`src/rtl/tri_bbox_pkg.sv`:
```
// ============================================================
// tri_bbox_pkg: shared graphics defaults and scanner state type
// Rev 1.0
// ============================================================
`default_nettype none

package tri_bbox_pkg;
  localparam int HRES_DEFAULT        = 320;
  localparam int VRES_DEFAULT        = 180;
  localparam int COLOR_WIDTH_DEFAULT = 16;

  typedef enum logic [1:0] {
    ST_IDLE  = 2'd0,
    ST_SETUP = 2'd1,
    ST_SCAN  = 2'd2,
    ST_MARK  = 2'd3
  } scan_state_t;
endpackage

`default_nettype wire

```
`src/rtl/tri_bbox_clamp.sv`:
```
// ============================================================
// tri_bbox_clamp: signed min/max of three vertices, clamped to screen
// Rev 1.0
// ============================================================
`default_nettype none

module tri_bbox_clamp
  import tri_bbox_pkg::*;
#(
  parameter int X_WIDTH = 18,
  parameter int Y_WIDTH = 20,
  parameter int HRES    = HRES_DEFAULT,
  parameter int VRES    = VRES_DEFAULT
) (
  input  logic [3*X_WIDTH-1:0]     x,
  input  logic [3*Y_WIDTH-1:0]     y,
  output logic [$clog2(HRES)-1:0]  min_x,
  output logic [$clog2(HRES)-1:0]  max_x,
  output logic [$clog2(VRES)-1:0]  min_y,
  output logic [$clog2(VRES)-1:0]  max_y,
  output logic                     empty
);
  localparam int HW = $clog2(HRES);
  localparam int VW = $clog2(VRES);
  localparam logic signed [X_WIDTH-1:0] C_XMAX = X_WIDTH'(HRES - 1);
  localparam logic signed [Y_WIDTH-1:0] C_YMAX = Y_WIDTH'(VRES - 1);

  logic signed [X_WIDTH-1:0] w_x0, w_x1, w_x2, w_minx, w_maxx, w_cminx, w_cmaxx;
  logic signed [Y_WIDTH-1:0] w_y0, w_y1, w_y2, w_miny, w_maxy, w_cminy, w_cmaxy;

  assign w_x0 = x[0*X_WIDTH +: X_WIDTH];
  assign w_x1 = x[1*X_WIDTH +: X_WIDTH];
  assign w_x2 = x[2*X_WIDTH +: X_WIDTH];
  assign w_y0 = y[0*Y_WIDTH +: Y_WIDTH];
  assign w_y1 = y[1*Y_WIDTH +: Y_WIDTH];
  assign w_y2 = y[2*Y_WIDTH +: Y_WIDTH];

  always_comb begin
    w_minx = w_x0;
    w_maxx = w_x0;
    w_miny = w_y0;
    w_maxy = w_y0;
    if (w_x1 < w_minx) w_minx = w_x1;
    if (w_x2 < w_minx) w_minx = w_x2;
    if (w_x1 > w_maxx) w_maxx = w_x1;
    if (w_x2 > w_maxx) w_maxx = w_x2;
    if (w_y1 < w_miny) w_miny = w_y1;
    if (w_y2 < w_miny) w_miny = w_y2;
    if (w_y1 > w_maxy) w_maxy = w_y1;
    if (w_y2 > w_maxy) w_maxy = w_y2;
  end

  // Clamp at full signed width; truncation to counter width is only safe afterwards.
  assign w_cminx = w_minx[X_WIDTH-1] ? '0 : w_minx;
  assign w_cmaxx = (w_maxx > C_XMAX) ? C_XMAX : w_maxx;
  assign w_cminy = w_miny[Y_WIDTH-1] ? '0 : w_miny;
  assign w_cmaxy = (w_maxy > C_YMAX) ? C_YMAX : w_maxy;

  assign empty = w_maxx[X_WIDTH-1] || w_maxy[Y_WIDTH-1] ||
                 (w_minx > C_XMAX) || (w_miny > C_YMAX);

  assign min_x = HW'(w_cminx);
  assign max_x = HW'(w_cmaxx);
  assign min_y = VW'(w_cminy);
  assign max_y = VW'(w_cmaxy);
endmodule

`default_nettype wire

```
`src/rtl/tri_bbox_scanner.sv`:
```
// ============================================================
// tri_bbox_scanner: streams the clamped bounding box of a triangle
// Rev 1.0
// ============================================================
`default_nettype none

module tri_bbox_scanner
  import tri_bbox_pkg::*;
#(
  parameter int X_WIDTH     = 18,
  parameter int Y_WIDTH     = 20,
  parameter int ZWIDTH      = 16,
  parameter int COLOR_WIDTH = COLOR_WIDTH_DEFAULT,
  parameter int HRES        = HRES_DEFAULT,
  parameter int VRES        = VRES_DEFAULT
) (
  input  logic                     clk_in,
  input  logic                     rst_n_in,
  input  logic                     valid_in,
  output logic                     ready_out,
  input  logic                     last_pixel_in,
  input  logic [3*X_WIDTH-1:0]     x_in,
  input  logic [3*Y_WIDTH-1:0]     y_in,
  input  logic [3*ZWIDTH-1:0]      z_in,
  input  logic [COLOR_WIDTH-1:0]   color_in,
  output logic                     valid_out,
  input  logic                     ready_in,
  output logic [$clog2(HRES)-1:0]  hcount_out,
  output logic [$clog2(VRES)-1:0]  vcount_out,
  output logic [3*X_WIDTH-1:0]     tri_x_out,
  output logic [3*Y_WIDTH-1:0]     tri_y_out,
  output logic [3*ZWIDTH-1:0]      tri_z_out,
  output logic [COLOR_WIDTH-1:0]   color_out,
  output logic                     first_pixel_out,
  output logic                     last_pixel_out,
  output logic                     frame_end_out,
  output logic [15:0]              culled_count_out
);
  localparam int HW = $clog2(HRES);
  localparam int VW = $clog2(VRES);

  scan_state_t r_state, w_state_nxt;

  logic [3*X_WIDTH-1:0]   r_tri_x;
  logic [3*Y_WIDTH-1:0]   r_tri_y;
  logic [3*ZWIDTH-1:0]    r_tri_z;
  logic [COLOR_WIDTH-1:0] r_color;
  logic [HW-1:0]          r_hcount, r_minx, r_maxx;
  logic [VW-1:0]          r_vcount, r_miny, r_maxy;
  logic [15:0]            r_culled;

  logic [HW-1:0] w_minx, w_maxx;
  logic [VW-1:0] w_miny, w_maxy;
  logic          w_empty, w_h_end, w_v_end;

  tri_bbox_clamp #(
    .X_WIDTH (X_WIDTH),
    .Y_WIDTH (Y_WIDTH),
    .HRES    (HRES),
    .VRES    (VRES)
  ) u_clamp (
    .x     (r_tri_x),
    .y     (r_tri_y),
    .min_x (w_minx),
    .max_x (w_maxx),
    .min_y (w_miny),
    .max_y (w_maxy),
    .empty (w_empty)
  );

  assign w_h_end = (r_hcount == r_maxx);
  assign w_v_end = (r_vcount == r_maxy);

  always_ff @(posedge clk_in or negedge rst_n_in) begin
    if (!rst_n_in) r_state <= ST_IDLE;
    else           r_state <= w_state_nxt;
  end

  always_comb begin
    w_state_nxt = r_state;
    case (r_state)
      ST_IDLE:  if (valid_in) w_state_nxt = last_pixel_in ? ST_MARK : ST_SETUP;
      ST_SETUP: w_state_nxt = w_empty ? ST_IDLE : ST_SCAN;
      ST_SCAN:  if (ready_in && w_h_end && w_v_end) w_state_nxt = ST_IDLE;
      ST_MARK:  if (ready_in) w_state_nxt = ST_IDLE;
      default:  w_state_nxt = ST_IDLE;
    endcase
  end

  always_ff @(posedge clk_in or negedge rst_n_in) begin
    if (!rst_n_in) begin
      r_tri_x  <= '0;
      r_tri_y  <= '0;
      r_tri_z  <= '0;
      r_color  <= '0;
      r_hcount <= '0;
      r_vcount <= '0;
      r_minx   <= '0;
      r_maxx   <= '0;
      r_miny   <= '0;
      r_maxy   <= '0;
      r_culled <= '0;
    end else begin
      case (r_state)
        ST_IDLE: begin
          if (valid_in) begin
            r_tri_x <= x_in;
            r_tri_y <= y_in;
            r_tri_z <= z_in;
            r_color <= color_in;
          end
        end
        ST_SETUP: begin
          if (w_empty) begin
            r_culled <= r_culled + 1'b1;
          end else begin
            r_minx   <= w_minx;
            r_maxx   <= w_maxx;
            r_miny   <= w_miny;
            r_maxy   <= w_maxy;
            r_hcount <= w_minx;
            r_vcount <= w_miny;
          end
        end
        ST_SCAN: begin
          if (ready_in) begin
            if (!w_h_end) begin
              r_hcount <= r_hcount + 1'b1;
            end else if (!w_v_end) begin
              r_hcount <= r_minx;
              r_vcount <= r_vcount + 1'b1;
            end
          end
        end
        default: ;
      endcase
    end
  end

  // All handshake outputs derive from registers so they hold steady during a stall.
  assign ready_out        = (r_state == ST_IDLE);
  assign valid_out        = (r_state == ST_SCAN) || (r_state == ST_MARK);
  assign frame_end_out    = (r_state == ST_MARK);
  assign first_pixel_out  = (r_state == ST_SCAN) && (r_hcount == r_minx) && (r_vcount == r_miny);
  assign last_pixel_out   = (r_state == ST_SCAN) && w_h_end && w_v_end;
  assign hcount_out       = r_hcount;
  assign vcount_out       = r_vcount;
  assign tri_x_out        = r_tri_x;
  assign tri_y_out        = r_tri_y;
  assign tri_z_out        = r_tri_z;
  assign color_out        = r_color;
  assign culled_count_out = r_culled;
endmodule

`default_nettype wire

```
`config.mk`:
```
export PLATFORM = sky130hd
export DESIGN_NAME = tri_bbox_scanner
export DESIGN_NICKNAME = d
export VERILOG_FILES = /design/src/rtl/tri_bbox_pkg.sv /design/src/rtl/tri_bbox_clamp.sv /design/src/rtl/tri_bbox_scanner.sv
export SDC_FILE = /design/constraint.sdc
export NUM_CORES = 1
export LEC_CHECK = 0
export ABC_AREA = 1
export ABC_CLOCK_PERIOD_IN_PS = 5400
export BUFFER_PORTS_ARGS = -buffer_cell sky130_fd_sc_hd__buf_2
export CAP_MARGIN = 5
export CORE_MARGIN = 4
export CORE_UTILIZATION = 54
export CTS_CLUSTER_SIZE = 10
export DETAILED_ROUTE_END_ITERATION = 8
export PLACE_DENSITY = 0.82
export SETUP_SLACK_MARGIN = 0.5
export SLEW_MARGIN = 20
export SYNTH_ARGS = -nofsm -noshare
export SYNTH_HDL_FRONTEND = slang
export SYNTH_SLANG_ARGS = --single-unit
```
`constraint.sdc`:
```
create_clock -name clk_in -period 5.4 [get_ports clk_in]
set_clock_uncertainty 0.15 [all_clocks]
set_input_delay 0 -clock clk_in [delete_from_list [all_inputs] [get_ports clk_in]]
set_output_delay 0 -clock clk_in [all_outputs]
set_load 0.05 [all_outputs]
```
==> key figures <==
Timing
  – # setup viols final: 0
  – Hold Violations, Final: 19
  – WHS: -46.9 ps
  – Worst slew margin: approximately 30%
  – Least-Margin Pin Slew: 1060 ps
  – Pins Over Slew Limit: 0
  – Final Critical Period: 5090 ps
  – F_max: around 200 MHz
  – Period utilisation layout: a little over nine tenths
  – RSZ-0062 raised after global routing: true

Yosys
  – Most frequent cell after synthesis: nand2_1
  – Unique cell type count in the Yosys netlist: 47
  – Seq cells post-synth: 247
  – Ys Warns: 0
  – Syn Area/Cell: 8.55 um^2
  – Synth area leader: dfrtp_1
  – Mapped Area: 14800 um^2
  – Synth cell count leaders: nand2_1, dfrtp_1, inv_1
  – Ys async rst share: 100%
  – Yosys top cell area share: 41.8%
  – Number of synthesized flops with an enable pin: 0
  – Syn nets: 2030
  – Seq/Total Area, Yosys: 41.8%
  – Cell count after synthesis: 1732
  – Synth Flop Type: dfrtp_1
  – Main area contributors after synthesis: dfrtp_1, nand2_1, ha_1

Clocking
  – Worst-Skew Late Latency: 560 ps
  – Clock net sink count: 247
  – Clk buf depth: 3
  – Root buf cell: clkbuf_16
  – H-tree Lvls: 1
  – CTS tree: yes
  – Num CTS Buffers: 29
  – Clock transition at the registers of the reported paths: 60 ps

Place
  – Dpl hpwl: 37.3 mm
  – Final GP Congestion: 1.03
  – I/O Buffers: 398

Floorplanning
  – Initial Util: 54.9%
  – Row count: 60
  – Die height: around 170 um
  – Die area: 30100 um^2
  – Chip Width: between 150 and 200 um
  – IO Pins: 399
  – Core area: 27000 um^2

Detailed routing
  – ANT nets after route: 0
  – Post-DR vias/cell: 6.04
  – Drt wl/cell: roughly 22 um
  – DRC errors left: 0
  – Number of DRC markers in iteration 0: 1895
  – WL final: 61.3 mm
  – Vias: approximately 17000
  – DR pass1 iterations: 7

Critical path
  – CP dominant cell by count: nand2_1
  – Crit end category: register
  – Worst setup SP type: register
  – Crit-path slowest cell: dfrtp_2
  – Delay of the slowest cell on the worst path: 440 ps
  – Arr. time, crit path: 5420 ps
  – Crit-path max FO: 7
  – CP required: 5730 ps
  – Kind of critical path: register to register

Global route
  – Global-route wire length before repair: approximately 86 mm
  – GRT Util Overall: 35.3%
  – Number of global-route vias before repair: 15500
  – Antenna violations before repair: 9
  – Pin count of the biggest net entering global routing: roughly 130
  – GRT overflow: 0

Layout
  – Layout cells sized above 1: 38.0%
  – Fin nets: 2686
  – Fill cells: 1487
  – Area occupied by multi-input gates: 8670 um^2
  – Register area: 6250 um^2
  – Post-layout util: between 80 and 90%
  – Area grow syn2layout: 46.5%

Job
  – MaxCap Viol Count: 0

Run status
  – Status: finished, violations left
  – Failing checks: negative hold slack

Min path
  – HP Class: input port to asynchronous set/reset pin
registers in the layout (all words and copies together), names as in the netlist:
signal            count
r_miny                8
culled_count_out     16
hcount_out            9
r_maxx                9
vcount_out            8
tri_y_out            60
r_minx                9
r_state               2
color_out            16
tri_x_out            54
tri_z_out            48
r_maxy                8
worst max-delay path, delay by kind of cell (launching register included):
family / cells / cell delay (ps)
buffers and inverters: 6 / 700
AO/OA/AOI/OAI: 4 / 330
adder cells (fa/ha/maj): 2 / 520
flip-flops: 1 / 440
AND/OR/NAND/NOR: 23 / 2860
timing repair:
item,CTS,global route
endpoints found under the hold margin,316,0
hold buffers,182,0
endpoints found under the setup margin,68,68
buffers inserted,5,69
cloned,1,10
gates resized for setup,42,258
pin swaps,4,80
final cells by class:
cell class | count | area share, %
well taps | 341 | 1.97
clock inverters | 1 | 0.0231
inverters | 144 | 2.63
diodes | 10 | 0.115
flip-flops and latches | 247 | 28.8
clock buffers | 47 | 3.80
repair buffers | 686 | 22.7
multi-input cells | 1280 | 40.0
layer usage:
layer / vias to the layer above / track usage (%) / share of wire (%)
li1: 7213 / - / -
met1: 7874 / 43.9 / 36
met2: 1216 / 59.6 / 47
met3: 349 / 8.40 / 10
met4: 0 / 14.2 / 6.6
met5: - / 0 / 0
stage by stage:
step	setup TNS, ps	hold WS, ps	setup slack [ps]	instance area, um^2	std cells
floorplan	0	-446	504	14900	1732
global placement	0	-10.2	141	17200	2431
detailed placement	-111	-13.4	-41.0	17200	2431
CTS	0	13.1	496	20100	2667
global route	0	46.4	153	21700	2755
finish	0	-46.9	311	21700	2756
cell usage in the layout (no fill, tap or decap), types with 15 or more instances in the layout:
cell type        n
nand2_1        370
dfrtp_1        195
inv_2           17
nand2_2         41
buf_2          397
nand3_1         67
nor2_1          99
clkbuf_1        15
o21ai_0         68
o21ai_2         35
dfrtp_2         52
dlygate4sd3_1  182
a21oi_1         91
xor2_1          19
inv_1          114
ha_4            16
nand4_1         31
clkbuf_16       37
mux2_2         124
ha_1            99
o21ai_1         53
buf_4           80
logic make-up (layout without fill, tap and decap cells):
family | Yosys count | in the layout | share of synthesized area [%]
AO/OA/AOI/OAI | 308 | 308 | 11.3
XOR/XNOR | 33 | 33 | 1.95
adder cells (fa/ha/maj) | 115 | 115 | 9.72
buffers and inverters | 208 | 878 | 5.69
flip-flops | 247 | 247 | 41.8
multiplexers | 124 | 124 | 9.43
other | 0 | 10 | 0
AND/OR/NAND/NOR | 697 | 700 | 20.2
worst paths after layout:
| path | cells past startpoint | slack, ps | end | start |
|---|---|---|---|---|
| worst max register to register | 35 | 310 | vcount_out[7] | tri_y_out[7] |
| min in group clk_in | 3 | 60 | tri_y_out[31] | y_in[31] |
| worst min register to register | 2 | 350 | culled_count_out[5] | culled_count_out[5] |
| max in group asynchronous | 3 | 3880 | tri_x_out[13] | rst_n_in |
| worst min-delay path | 2 | -50 | tri_y_out[47] | rst_n_in |
| worst max-delay path | 35 | 310 | vcount_out[7] | tri_y_out[7] |
Power is left out: the tool's default activity adds up to more than one toggle a clock period on the data nets, which glitch-free logic cannot reach.
